File: src/rtl/rv32i_types.sv
// Shared core types: register-index widths, the ROB entry layout and the
// wrap-aware ROB pointer increment.
package rv32i_types;

    localparam int ARCH_WIDTH = 5;
    localparam int PRF_WIDTH  = 7;
    localparam int ROB_DEPTH  = 32;

    typedef struct packed {
        logic                  valid;
        logic                  ready;
        logic [ARCH_WIDTH-1:0] arch;
        logic [PRF_WIDTH-1:0]  phys;
        logic                  br_pred_valid;
        logic                  br_pred_taken;
    } rob_entry_t;

    // Increment an (idx_w+1)-bit pointer; the top bit acts as the wrap flag.
    function automatic logic [31:0] rob_ptr_inc(input logic [31:0] ptr, input int unsigned idx_w);
        return (ptr + 32'd1) & ((32'd1 << (idx_w + 1)) - 32'd1);
    endfunction

endpackage

File: src/rtl/reorder_buffer.sv
// In-order retirement queue: dispatch allocates at tail, the CDB marks entries
// ready, and the head retires to the RRAT/free list once ready.
module reorder_buffer
    import rv32i_types::rob_entry_t;
    import rv32i_types::rob_ptr_inc;
#(
    parameter int ROB_DEPTH  = rv32i_types::ROB_DEPTH,
    parameter int ARCH_WIDTH = rv32i_types::ARCH_WIDTH,
    parameter int PRF_WIDTH  = rv32i_types::PRF_WIDTH
) (
    input  logic                        clk,
    input  logic                        rst,
    input  logic                        flush,
    input  logic                        dispatch_valid,
    input  logic [ARCH_WIDTH-1:0]       dispatch_rd_s,
    input  logic [PRF_WIDTH-1:0]        dispatch_pd_s,
    output logic                        dispatch_ready,
    output logic [$clog2(ROB_DEPTH)-1:0] dispatch_rob_idx,
    input  logic                        cdb_valid,
    input  logic [$clog2(ROB_DEPTH)-1:0] cdb_rob_idx,
    output logic                        commit_valid,
    output logic [ARCH_WIDTH-1:0]       commit_rd_s,
    output logic [PRF_WIDTH-1:0]        commit_pd_s,
    output logic [$clog2(ROB_DEPTH)-1:0] commit_rob_idx,
    input  logic                        commit_ready,
    output logic                        rob_empty,
    output logic [$clog2(ROB_DEPTH):0]  rob_count
);

    localparam int IDX_W = $clog2(ROB_DEPTH);
    localparam int PTR_W = IDX_W + 1;

    rob_entry_t         entries [ROB_DEPTH];
    logic [PTR_W-1:0]   head;
    logic [PTR_W-1:0]   tail;
    logic [IDX_W-1:0]   head_idx;
    logic [IDX_W-1:0]   tail_idx;
    logic               full;
    logic               enq;
    logic               deq;

    assign head_idx = head[IDX_W-1:0];
    assign tail_idx = tail[IDX_W-1:0];

    // Same slot index with opposite wrap bits means the tail has lapped the head.
    assign full      = (head_idx == tail_idx) && (head[IDX_W] != tail[IDX_W]);
    assign rob_empty = (head == tail);
    assign rob_count = tail - head;

    assign dispatch_ready   = !full;
    assign dispatch_rob_idx = tail_idx;

    assign commit_valid   = entries[head_idx].valid && entries[head_idx].ready;
    assign commit_rd_s    = entries[head_idx].arch;
    assign commit_pd_s    = entries[head_idx].phys;
    assign commit_rob_idx = head_idx;

    assign enq = dispatch_valid && !full;
    assign deq = commit_valid && commit_ready;

    // NOTE: only the valid/ready flags are cleared on reset/flush; the payload
    // fields are never observed while valid=0, so they need no reset.
    always_ff @(posedge clk) begin
        if (!rst || flush) begin
            head <= '0;
            tail <= '0;
            for (int i = 0; i < ROB_DEPTH; i++) begin
                entries[i].valid <= 1'b0;
                entries[i].ready <= 1'b0;
            end
        end else begin
            // Later assignments win: an enqueue over a CDB hit leaves ready=0,
            // and a retirement clears valid regardless of a same-cycle CDB.
            if (cdb_valid && entries[cdb_rob_idx].valid) begin
                entries[cdb_rob_idx].ready <= 1'b1;
            end
            if (enq) begin
                entries[tail_idx] <= '{valid: 1'b1, ready: 1'b0,
                                       arch: dispatch_rd_s, phys: dispatch_pd_s,
                                       br_pred_valid: 1'b0, br_pred_taken: 1'b0};
                tail <= PTR_W'(rob_ptr_inc(32'(tail), IDX_W));
            end
            if (deq) begin
                entries[head_idx].valid <= 1'b0;
                head <= PTR_W'(rob_ptr_inc(32'(head), IDX_W));
            end
        end
    end

endmodule
File: config.mk
export PLATFORM = sky130hd
export DESIGN_NAME = reorder_buffer
export DESIGN_NICKNAME = d
export VERILOG_FILES = /design/src/rtl/rv32i_types.sv /design/src/rtl/reorder_buffer.sv
export SDC_FILE = /design/constraint.sdc
export NUM_CORES = 1
export LEC_CHECK = 0
export ABC_AREA = 0
export BUFFER_PORTS_ARGS = -buffer_cell sky130_fd_sc_hd__clkbuf_2
export CORE_UTILIZATION = 55
export DETAILED_ROUTE_END_ITERATION = 8
export PLACE_DENSITY = 0.72
export SLEW_MARGIN = 20
export SYNTH_ARGS = -nofsm -noshare
export SYNTH_HDL_FRONTEND = slang
export SYNTH_SLANG_ARGS = --single-unit
File: constraint.sdc
create_clock -name clk -period 3.5 [get_ports clk]
set_input_delay 0.175 -clock clk [delete_from_list [all_inputs] [get_ports clk]]
set_output_delay 0.175 -clock clk [all_outputs]
set_load 0.005 [all_outputs]
==> results of run 1 <==
Yosys cell counts, drive strengths merged:
| library cell | instances | share of area, % |
|---|---|---|
| mux2 | 3 | 0.18 |
| and4 | 1 | 0.046 |
| inv | 14 | 0.28 |
| o311ai | 1 | 0.086 |
| nand3b | 13 | 0.52 |
| and3 | 5 | 0.17 |
| fa | 1 | 0.11 |
| xnor2 | 4 | 0.19 |
| nor2b | 7 | 0.23 |
| a22oi | 5 | 0.22 |
| and3b | 4 | 0.19 |
| nor3 | 10 | 0.26 |
| o21ai | 15 | 0.40 |
| a21o | 3 | 0.12 |
| edfxtp | 384 | 61 |
| mux2i | 3 | 0.16 |
| a21boi | 1 | 0.040 |
| a211o | 1 | 0.046 |
| mux4 | 128 | 15 |
| o31a | 2 | 0.093 |
| nor4bb | 2 | 0.11 |
| a32oi | 11 | 0.51 |
| dfxtp | 81 | 8.6 |
| nand2b | 2 | 0.066 |
| nand4b | 4 | 0.19 |
| nand3 | 36 | 0.95 |
| and2 | 7 | 0.23 |
| or4 | 1 | 0.040 |
| nand4 | 12 | 0.40 |
| a21oi | 51 | 1.3 |
| nor4 | 4 | 0.13 |
| and4b | 1 | 0.053 |
| a2111o | 1 | 0.060 |
| nand2 | 78 | 1.5 |
| or3 | 2 | 0.066 |
| or3b | 2 | 0.093 |
| xor2 | 6 | 0.28 |
| a311oi | 1 | 0.046 |
| nor3b | 4 | 0.16 |
| a31oi | 34 | 1.2 |
| o32a | 1 | 0.053 |
| clkbuf | 27 | 0.54 |
| nor2 | 76 | 1.5 |
| buf | 51 | 1.5 |
| ha | 13 | 0.86 |
report_power, final:
part / switching (mW) / leakage [nW] / total, mW / internal [mW]
logic: 0.154 / 2.05 / 0.193 / 0.0394
registers: 0.00354 / 4.11 / 5.99 / 5.99
clock network: 2.01 / 0.694 / 4.72 / 2.71
registers in the layout, summed over array words and instances (netlist names), named ones only:
register,flops
entries,448
head,6
tail,6
worst register-to-register path, delay by kind of cell, from the launching register on:
| kind | cells | cell delay, ns |
|---|---|---|
| compound gates | 1 | 0.43 |
| fa+ha+maj | 1 | 0.34 |
| buf+inv | 2 | 0.43 |
| flops | 1 | 0.49 |
| simple gates | 3 | 1.01 |
kinds of logic (layout without fill, tap and decap cells):
group                      after synthesis  count (layout)  share of synthesized area (%)
AOI/OAI and AO/OA                      127             127                           4.18
adders and majority gates               14              14                          0.966
xor gates and xnor gates                10              10                          0.463
muxes                                  134             134                           15.6
buffers and inverters                   92             204                           2.36
and+or+nand+nor                        271             271                           6.94
DFF                                    465             465                           69.5
routing by layer:
metal | vias up | part of all wire [%]
met4 | 0 | 3.0
li1 | 4577 | -
met2 | 647 | 46
met3 | 102 | 10
met5 | - | 0
met1 | 5455 | 41
how the worst max path moves through the flow:
stage                    startpoint                  endpoint  slack (ns)  cells after the start
6_report                       flop            commit_pd_s[0]        0.12                      6
3_3_place_gp   head[2]$_SDFFE_PP0N_  entries[3][10]$_DFFE_PP_        0.64                      8
3_5_place_dp   head[4]$_SDFFE_PP0N_  entries[17][8]$_DFFE_PP_        0.58                      7
5_1_grt                        flop            commit_pd_s[0]        0.03                      6
4_1_cts                        flop            commit_pd_s[0]        0.17                      6
2_1_floorplan  head[2]$_SDFFE_PP0N_  entries[31][0]$_DFFE_PP_        0.62                      8
per-stage QoR:
step	cell area, µm²	hold slack, ns	setup slack [ns]	utilization [%]
final	21300	0.0555	0.120	63.1
after global routing	21300	0.0647	0.0280	63.1
after CTS	21300	0.0303	0.171	63.1
after detailed placement	19800	0.446	0.575	58.8
after global placement	19800	0.438	0.642	58.8
after floorplan	18900	0.274	0.615	-
layout make-up:
class                   count  area share, %
flip-flops and latches    465           61.9
well taps                 448           2.64
multi-input cells         556           25.1
clock inverters            23          0.930
repair buffers            106           3.35
clock buffers              61           5.83
inverters                  14          0.247
==> out/results.txt, run 1 <==
status: completed
flops & latches, synth: 465
Tot GR Track Use: 26.9%
hold path startpoint: flush
max_cap viols: 0
CTS H-tree depth: 2
CTS Hold Bufs: 0
Storage cell area: 13,200 µm²
LEAKAGE: 6.85 nW
Worst Max-Slew Pin Slew: 1.11 ns
Starting DRT DRC Count: 1,329
Peak VDD IR: 397 µV
clk slew on worst S/H paths: 0.06 ns
period utilisation layout: 96.6%
clock buffer depth: 3
Synth Cell Area: 18,900 µm²
Worst-Skew Late Latency: 0.55 ns
Synthesized Nets: 1,150
gpl congestion: 0.905
# diodes: 0
Remaining DRCs: 0
max incr delay on CP: 0.77 ns
Seq/Total Area, Yosys: 69.5%
vias per std cell: 6.44
worst-path maximum fanout: 47
Core Rows: 67
Top Ports: 54
CTS tree: done
Final Setup Violations: 0
r2r endpoint: entries[16][8]$_DFFE_PP_
final WL: 45,700 µm
hold path depth: 4
Syn Inst Count: 1,113
Final Skew: 0.0190 ns
Netlist cell types: 52
Setup CP Type: flop to output pin
post-layout net count: 1,225
root buf cell: clkbuf_16
vias: 10.8k
DP Wirelength: 28,100 µm
Rel. slew slack: 25.9%
total power: 10.9 mW
IO Port Bufs: 53
commonest cells after routing, fill and taps aside: edfxtp_1 (384), mux4_2 (128), nand2_1 (78), dfxtp_1 (78), nor2_1 (76)
Slew Limit Fails: 0
Area Overhead vs Synth: 12.4%
Final ANT Viol Nets: 0
cts repair resizes: 0
critical path arrival: 3.20 ns
Core ar.: 33,700 µm²
area of the multi-input gates: 5340 µm²
first-pass GRT wire length: 69,100 µm
met2 usage: 40.7%
Filler cells: 2,375
die footprint: 35,100 µm²
final cell count without fillers: 1,673
Slowest-stage cell, CP: dfxtp_4
Syn. warnings: 0
Critical Path End Type: output pin
GRT met3 Usage: 5.91%
Starting Density: 56.1%
initial antenna violation count: 0
most common cell after layout, fill and taps aside: edfxtp_1
Final Hold Viols: 0
GR peak layer: met2
worst hold path type: primary input to flop
Pre-antenna DRT Iters: 7
largest net degree at the start of global routing: 48
total gr overflow: 0
RSZ-0062 raised after global routing: no
Hold Crit Endpoint: entries[28][12]$_SDFF_PP0_
DR WL/cell: 27.3 µm
vias in the first global route: 10.8k
postcts setup bufs: 0
met1 Track Usage GR: 39.4%
Critical Path Start Type: flop
Largest delay share family, worst path: multiplexers
share of layout cells above drive strength 1: 25.5%
Worst EP required: 3.32 ns
crit path cell chain: buf_4, mux4_2, mux4_2, nand2_1, nand2_1, clkbuf_2
Horiz. Die Dim: 187 µm
Die Y: 187 µm
Buffers & Inverters on Critical Path: 2
Worst R2R Start: head[2]$_SDFFE_PP0N_
# clock sinks: 465
CTS Buf Count: 45
Max Freq: 0.296 GHz
Reg2Reg Depth: 7
dpl cells: 1,589
setup_tns: 0 ns
synthesized area per cell: 17.0 µm²
fin crit period: 3.38 ns
PwrDens: 513 nW/µm²
R2R Setup Slk: 0.46 ns
(Power assumes the default switching activity.)
==> inputs of run 2 (changes only) <==
GPL_TIMING_DRIVEN = 0   (was default)
==> run 2 against run 1 <==
Compared with the run above:
- sequential share of layout area decreased by 1.9 points
- die area unchanged
- sequential power barely moved
- clock skew down 0.00065 ns
- largest power group unchanged
==> out/results.txt, run 2 (same netlist as run 1, synthesis figures left out) <==
period utilisation layout: 98.2%
most common cell after layout, fill and taps aside: edfxtp_1
Post-DP Area: 20,200 µm²
DP Wirelength: 33,200 µm
post-route cell area: 21,900 µm²
vias: 11.1k
met2 wire length: 24,000 µm
Die Y: 187 µm
Area Overhead vs Synth: 15.8%
Slew Limit Fails: 0
worst hold path type: primary input to flop
DR WL/cell: 28.3 µm
Reg2Reg Depth: 9
Worst Max-Slew Pin Slew: 0.840 ns
PwrDens: 508 nW/µm²
commonest cells after routing, fill and taps aside: edfxtp_1 (384), mux4_2 (128), dfxtp_1 (81)
Setup CP Type: flop to output pin
post-layout net count: 1,280
initial antenna violation count: 0
Critical Path Start Type: flop
Final Setup Violations: 0
Horiz. Die Dim: 187 µm
hold path depth: 5
hold path startpoint: dispatch_valid
Max Freq: 0.291 GHz
total power: 11.1 mW
Top reg by flops: entries
vias in the first global route: 11.0k
CTS tree: done
Tot GR Track Use: 28.2%
LEAKAGE: 7.06 nW
worst-path maximum fanout: 10
total gr overflow: 0
final WL: 49,000 µm
die footprint: 35,100 µm²
Critical Path End Type: output pin
R2R Setup Slk: 0.21 ns
CTS Hold Bufs: 0
gpl congestion: 0.919
vias per std cell: 6.42
Rel. slew slack: 43.5%
# diodes: 0
IO Port Bufs: 50
clk slew on worst S/H paths: 0.06 ns
RSZ-0062 raised after global routing: no
Final Skew: 0.0184 ns
Starting Density: 56.1%
M1 WL: 19,300 µm
Core Rows: 67
# clock sinks: 465
clock buffer depth: 3
Top Registers: entries x448, head x6, tail x6
DR WL met3: 4050 µm
critical path arrival: 3.26 ns
Top Ports: 54
Hold Crit Endpoint: tail[5]$_SDFFE_PP0P_
Starting DRT DRC Count: 1,299
Largest register FFs: 448
Remaining DRCs: 0
CTS Buf Count: 47
root buf cell: clkbuf_16
Worst R2R Start: head[2]$_SDFFE_PP0N_
status: completed
Worst EP required: 3.32 ns
max layer used: met4
largest net degree at the start of global routing: 33
r2r endpoint: entries[3][10]$_DFFE_PP_
Peak VDD IR: 391 µV
setup_tns: 0 ns
Final Hold Viols: 0
max_cap viols: 0
first-pass GRT wire length: 71,300 µm
Core ar.: 33,700 µm²
Worst-Skew Late Latency: 0.56 ns
Final ANT Viol Nets: 0
fin crit period: 3.44 ns
share of layout cells above drive strength 1: 28.8%
CTS H-tree depth: 2
Pre-antenna DRT Iters: 5
## run 2: cell count changes in the layout (fill, tap and decap cells not counted), sizes merged
cell	delta
buf	+22
bufinv	+2
clkbuf	+20
clkdlybuf4s15	+2
clkdlybuf4s18	+2
clkinv	+8
clkinvlp	+1
## run 2: power breakdown
part / internal (mW) / switching (mW) / total, mW
Clock: 2.88 / 2.06 / 4.94
Sequential: 5.99 / 0.00369 / 5.99
Combinational: 0.0450 / 0.147 / 0.192
## run 2: layer usage
| metal | vias to the layer above | GRT usage (%) |
|---|---|---|
| met3 | 119 | 4.45 |
| met4 | 0 | 9.85 |
| met2 | 634 | 46.9 |
| met5 | - | 0 |
| li1 | 4704 | - |
| met1 | 5654 | 38.3 |
## run 2: worst max-delay path: stages (launching register included)
cell	delay (ns)
dfxtp_1	0.42
buf_1	0.42
clkdlybuf4s18_2	0.55
mux4_2	0.39
mux4_2	0.52
nand2_1	0.09
nand2_1	0.16
clkbuf_2	0.16
## run 2: per-stage QoR
step	hold slack, ns	instances	setup slack (ns)	util [%]
after floorplan	0.274	1113	0.615	-
after global placement	0.436	1611	-0.693	58.6
after detailed placement	0.442	1638	-0.162	59.8
after CTS	0.0332	1726	-0.161	64.7
after global routing	0.0579	1730	0.00146	65.0
final	0.0444	1730	0.0642	65.0
## run 2: layout make-up
type	count	area, µm²
Tap cell	448	561
Fill cell	2380	11800
Timing Repair Buffer	81	649
Buffer	78	445
Clock inverter	34	305
Sequential cell	465	13200
Clock buffer	54	1220
Inverter	14	52.6
Multi-Input combinational cell	556	5530
## run 2: worst max-delay path by stage
stage,startpoint,to,slack (ns)
detailed placement,head[2]$_SDFFE_PP0N_,entries[23][6]$_DFFE_PP_,-0.16
global placement,head[2]$_SDFFE_PP0N_,entries[8][4]$_DFFE_PP_,-0.69
CTS,head[2]$_SDFFE_PP0N_,entries[16][0]$_DFFE_PP_,-0.16
floorplan,head[2]$_SDFFE_PP0N_,entries[31][0]$_DFFE_PP_,0.62
finish,flop,commit_pd_s[0],0.06
global route,flop,commit_pd_s[2],0.001
## run 2: timing repair
action / 4_1_cts / 5_1_grt
resized for setup: 29 / 24
pin swaps: 0 / 2
endpoints found under the hold margin: 0 / 0
endpoints found under the setup margin: 132 / 322
setup buffers: 0 / 4
